## src/rtl/ret_stack_if.sv

```systemverilog
// Request/status bundle for the return-address stack. The core drives requests
// and reads status through the master side; the stack uses the slave side.
interface ret_stack_if #(
  parameter int NBITS = 9,
  parameter int DEPTH = 8
);
  localparam int CW = $clog2(DEPTH+1);

  logic             push;
  logic             pop;
  logic             flush;
  logic             err_clr;
  logic [NBITS-1:0] in;
  logic [NBITS-1:0] top;
  logic [CW-1:0]    count;
  logic             empty;
  logic             full;
  logic             ovf;
  logic             unf;

  modport master (output push, pop, flush, err_clr, in,
                  input  top, count, empty, full, ovf, unf);
  modport slave  (input  push, pop, flush, err_clr, in,
                  output top, count, empty, full, ovf, unf);
endinterface

```

## src/rtl/ret_stack.sv

```systemverilog
// Return-address stack: top held in a register for zero-latency RET, the
// remaining DEPTH-1 entries in a circular body indexed by a wrapping pointer.
module ret_stack #(
  parameter int NBITS = 9,
  parameter int DEPTH = 8,
  parameter int WRAP  = 0
) (
  input logic       clk,
  input logic       rst,
  ret_stack_if.slave bus
);
  localparam int CW = $clog2(DEPTH+1);
  localparam int PW = (DEPTH > 2) ? $clog2(DEPTH-1) : 1;
  localparam logic [PW-1:0] PMAX = PW'(DEPTH-2);
  localparam logic [CW-1:0] CMAX = CW'(DEPTH);

  logic [NBITS-1:0] body [DEPTH-1];
  logic [NBITS-1:0] top_q, top_d;
  logic [CW-1:0]    count_q, count_d;
  logic [PW-1:0]    ptr_q, ptr_d, ptr_inc, ptr_dec;
  logic             empty_q, full_q, ovf_q, ovf_d, unf_q, unf_d;
  logic             we;

  // ptr_q is the next free body slot; once the body is full it is also the oldest
  assign ptr_inc = (ptr_q == PMAX) ? '0 : ptr_q + 1'b1;
  assign ptr_dec = (ptr_q == '0) ? PMAX : ptr_q - 1'b1;

  always_comb begin
    top_d   = top_q;
    count_d = count_q;
    ptr_d   = ptr_q;
    ovf_d   = ovf_q & ~bus.err_clr;
    unf_d   = unf_q & ~bus.err_clr;
    we      = 1'b0;
    if (bus.flush) begin
      top_d   = '0;
      count_d = '0;
    end else if (bus.push && bus.pop) begin
      top_d = bus.in;
      if (empty_q) begin
        unf_d   = 1'b1;
        count_d = CW'(1);
      end
    end else if (bus.push) begin
      if (!full_q) begin
        top_d   = bus.in;
        count_d = count_q + 1'b1;
        if (!empty_q) begin
          we    = 1'b1;
          ptr_d = ptr_inc;
        end
      end else begin
        ovf_d = 1'b1;
        if (WRAP != 0) begin
          top_d = bus.in;
          we    = 1'b1;
          ptr_d = ptr_inc;
        end
      end
    end else if (bus.pop) begin
      if (empty_q) begin
        unf_d = 1'b1;
      end else begin
        count_d = count_q - 1'b1;
        if (count_q == CW'(1)) begin
          top_d = '0;
        end else begin
          top_d = body[ptr_dec];
          ptr_d = ptr_dec;
        end
      end
    end
  end

  always_ff @(posedge clk) begin
    if (rst) begin
      top_q   <= '0;
      count_q <= '0;
      ptr_q   <= '0;
      empty_q <= 1'b1;
      full_q  <= 1'b0;
      ovf_q   <= 1'b0;
      unf_q   <= 1'b0;
    end else begin
      top_q   <= top_d;
      count_q <= count_d;
      ptr_q   <= ptr_d;
      empty_q <= (count_d == '0);
      full_q  <= (count_d == CMAX);
      ovf_q   <= ovf_d;
      unf_q   <= unf_d;
    end
  end

  always_ff @(posedge clk) begin
    if (we && !rst) body[ptr_q] <= top_q;
  end

  assign bus.top   = top_q;
  assign bus.count = count_q;
  assign bus.empty = empty_q;
  assign bus.full  = full_q;
  assign bus.ovf   = ovf_q;
  assign bus.unf   = unf_q;
endmodule

```

## src/flat_wrapper.sv

```systemverilog
// flat-port wrapper written by rule: the top's interface ports become plain ports
module ret_stack_flat 
#(
  parameter int NBITS = 9,
  parameter int DEPTH = 8,
  parameter int WRAP  = 0
)
  (clk, rst, bus_push, bus_pop, bus_flush, bus_err_clr, bus_in, bus_top, bus_count, bus_empty, bus_full, bus_ovf, bus_unf);
  ret_stack_if #(.NBITS(NBITS), .DEPTH(DEPTH)) bus_i ();
  input logic clk;
  input logic rst;
  input wire logic [$bits(bus_i.push)-1:0] bus_push;
  input wire logic [$bits(bus_i.pop)-1:0] bus_pop;
  input wire logic [$bits(bus_i.flush)-1:0] bus_flush;
  input wire logic [$bits(bus_i.err_clr)-1:0] bus_err_clr;
  input wire logic [$bits(bus_i.in)-1:0] bus_in;
  output wire logic [$bits(bus_i.top)-1:0] bus_top;
  output wire logic [$bits(bus_i.count)-1:0] bus_count;
  output wire logic [$bits(bus_i.empty)-1:0] bus_empty;
  output wire logic [$bits(bus_i.full)-1:0] bus_full;
  output wire logic [$bits(bus_i.ovf)-1:0] bus_ovf;
  output wire logic [$bits(bus_i.unf)-1:0] bus_unf;
  assign bus_i.push = bus_push;
  assign bus_i.pop = bus_pop;
  assign bus_i.flush = bus_flush;
  assign bus_i.err_clr = bus_err_clr;
  assign bus_i.in = bus_in;
  assign bus_top = bus_i.top;
  assign bus_count = bus_i.count;
  assign bus_empty = bus_i.empty;
  assign bus_full = bus_i.full;
  assign bus_ovf = bus_i.ovf;
  assign bus_unf = bus_i.unf;
  ret_stack #(.NBITS(NBITS), .DEPTH(DEPTH), .WRAP(WRAP)) u_core (.clk(clk), .rst(rst), .bus(bus_i));
endmodule
```

## config.mk

```make
export PLATFORM = sky130hd
export DESIGN_NAME = ret_stack_flat
export DESIGN_NICKNAME = d
export VERILOG_FILES = /design/src/rtl/ret_stack_if.sv /design/src/rtl/ret_stack.sv /design/src/flat_wrapper.sv
export SDC_FILE = /design/constraint.sdc
export NUM_CORES = 1
export LEC_CHECK = 0
export ABC_CLOCK_PERIOD_IN_PS = 4240
export BUFFER_PORTS_ARGS = -buffer_cell sky130_fd_sc_hd__buf_2
export CORE_ASPECT_RATIO = 0.75
export CORE_MARGIN = 2
export CORE_UTILIZATION = 45
export CTS_CLUSTER_DIAMETER = 60
export DETAILED_ROUTE_END_ITERATION = 16
export PLACE_DENSITY = 0.71
export SYNTH_ARGS = -nofsm -noshare
export SYNTH_HDL_FRONTEND = slang
export SYNTH_SLANG_ARGS = --single-unit
```

## constraint.sdc

```tcl
create_clock -name clk -period 4.24 [get_ports clk]
set_input_delay 0.848 -clock clk [delete_from_list [all_inputs] [get_ports clk]]
set_output_delay 0.848 -clock clk [all_outputs]
set_load 0.005 [all_outputs]
```

==> flow_metrics.tcl <==
set metrics [dict create \
    clk_pin_slew_ns 0.06 \
    rsz0062_at_grt "no" \
    synth_area_um2 3800 \
    grt_antenna_before_repair 0 \
    p_sw_uw 386 \
    synth.most_common_cell "edfxtp_1" \
    pin_count 32 \
    vias 2846 \
    synth-seq-area-share_pct 60.3 \
    cts_tree "yes" \
    grt_pass1_wl_um 14100 \
    grt_max_degree 25 \
    synth_common_cells "edfxtp_1, o21ai_0, a21oi_1" \
    dr.first_iter.drc_count 171 \
    max_freq_mhz 319 \
    setup_viol 0 \
    critPathLaunchType "register" \
    status "finished clean" \
    synth_top_family_by_area "compound AO/OA/AOI/OAI gates" \
    worstSetupEndpointType "register" \
    syn2layout_area_growth_pct 14.4 \
    slew_headroom_pct 38.5 \
    synthSimpleGateAreaFrac_pct 13.6 \
    grt_pass1_vias 2683 \
    diodes 0 \
    cts_max_path_buffers 2 \
    clk_latency_ns 0.34 \
    port-buffer-count 31 \
    cp_max_fo 24 \
    synthMuxAreaShare_pct 1.32 \
    cts_buffers 9 \
    start_util_pct 45.6 \
    fin_nets 377 \
    post-route-drc-count 0 \
    clock_sinks 83 \
    crit_arrival_ns 3.36 \
    synth_ff_type "edfxtp_1" \
    swShare_pct 21.5 \
    hold_buffers 0 \
    required_ns 4.46 \
    dp_hpwl_um 5850 \
    routedWlPerCell_um 19.5 \
    drive_gt1_share_pct 19.6 \
    path_class "register to register" \
    worstHoldPathType "register to register" \
    dieHeight_um 83.6 \
    post-route-period-util_pct 74.0 \
    synthXorXnorAreaFrac_pct 0.230 \
    ctsHtreeMaxLevel 3 \
    synthCells 327 \
    synth_top_area_share_pct 49.7 \
    synthAdderAreaFrac_pct 2.96 \
    yosysTopAreaCell "edfxtp_1" \
    synth.distinct_cells 51 \
    synth-compound-area-share_pct 18.1 \
    synth_seq_cells 83 \
    p_clk_share_pct 43.7 \
    final_antenna_net_count 0 \
    maxCapViolCount 0 \
    gp_congestion 0.828 \
    ir_worst_vdd_mv 0.266 \
    p_per_area_nw_per_um2 413 \
    cts-root-buf "clkbuf_16" \
    tns_ns 0 \
    slew_viol_final 0 \
    synth_area_leaders "edfxtp_1, dfxtp_1, o21ai_0" \
    track_usage_pct 20.7 \
    p_comb_share_pct 6.3 \
    die-area_um2 9210 \
    cts_resized 0 \
    fin_worst_skew_ns 0.00551 \
    synth-edff-count 63 \
    dieWidth_um 110 \
    power.leakage_uw 0.00156 \
    avgSynthCellArea_um2 11.6 \
    seqPwrFrac_pct 50.0 \
    finalWirelength_um 9070 \
    core.rowCount 29 \
    grt_overflow_total 0 \
    syn_nets 351 \
    core_um2 8350 \
    worst-slew-pin-transition_ns 0.920 \
    synth.yosys.warnings 0 \
    vias_per_cell 6.11 \
    hold_viol 0 \
    p_total_uw 1800 \
    cts_setup_buffers 0 \
    first_pass_iters 5 \
    min_period_ns 3.14 \
    intPower_uw 1410 \
    async_flop_share_pct 0 \
]
==> state kept, by name, summed over array words and instances (netlist names) <==
name and count:
u_core.body 63, u_core.bus.top 9, u_core.bus.count 4, u_core.ptr_q 3, u_core.bus.empty 1, u_core.bus.full 1
u_core.bus.ovf 1, u_core.bus.unf 1
==> per-layer routing <==
| metal | wire length, µm | track usage [%] | vias up |
|---|---|---|---|
| met3 | 801 | 6.64 | 23 |
| met1 | 3980 | 28.3 | 1360 |
| met4 | 270 | 10.7 | 0 |
| li1 | - | - | 1314 |
| met5 | 0 | 0 | - |
| met2 | 4020 | 29.3 | 149 |
==> final cells by class <==
| type | instances | area, µm² |
|---|---|---|
| Inverter | 9 | 33.8 |
| Tap cell | 108 | 135 |
| Clock inverter | 4 | 48.8 |
| Fill cell | 724 | 4000 |
| Clock buffer | 12 | 256 |
| Timing Repair Buffer | 38 | 208 |
| Multi-Input combinational cell | 212 | 1380 |
| Sequential cell | 83 | 2290 |
==> cells in the final DEF, fill, tap and decap left out, types with 15 or more instances in the layout <==
cell,instances
nor2_1,15
buf_2,31
o21ai_0,34
nand2_1,21
edfxtp_1,63
dfxtp_1,20
a21oi_1,23
==> kinds of logic (layout without fill, tap and decap cells) <==
logic type / Yosys count / count (layout)
compound gates: 105 / 105
simple gates: 92 / 92
flops: 83 / 83
buf+inv: 32 / 63
fa+ha+maj: 9 / 9
mux: 5 / 5
xor+xnor: 1 / 1
==> power by group through the flow <==
stage	logic, µW	clock network, µW	registers (µW)
final	113	785	898
after global routing	122	826	900
after CTS	111	793	898
after detailed placement	111	0	915
after global placement	109	0	915
after floorplan	73.7	0	909
==> critical path, cell delays in order, from the launching register on <==
cell	delay [ns]
dfxtp_1	0.31
buf_4	0.25
inv_1	0.38
ha_1	0.92
inv_1	0.34
and4_1	0.28
a311o_1	0.27
o21ai_0	0.18
a21oi_1	0.08
==> worst paths after layout <==
check	from	endpoint	slack [ns]	depth (start not counted)
setup / recovery	u_core.ptr_q[0]$_SDFFE_PP0P_	u_core.bus.top[2]$_SDFFE_PP0P_	1.10	8
hold / removal	u_core.bus.unf$_SDFF_PP0_	u_core.bus.unf$_SDFF_PP0_	0.48	2
setup reg to reg	u_core.ptr_q[0]$_SDFFE_PP0P_	u_core.bus.top[2]$_SDFFE_PP0P_	1.10	8
hold reg to reg	u_core.bus.unf$_SDFF_PP0_	u_core.bus.unf$_SDFF_PP0_	0.48	2
==> through the flow <==
stage	worst slack (ns)	cell area (µm²)	std cells	hold slack, ns	utilization [%]
final	1.10	4350	466	0.481	52.1
after global routing	0.935	4350	466	0.511	52.1
after CTS	1.14	4350	466	0.485	52.1
after detailed placement	1.16	4050	450	0.471	48.5
after global placement	1.24	4050	450	0.472	48.5
after floorplan	1.86	3800	327	0.479	-
Power figures use the tool's default switching activity.
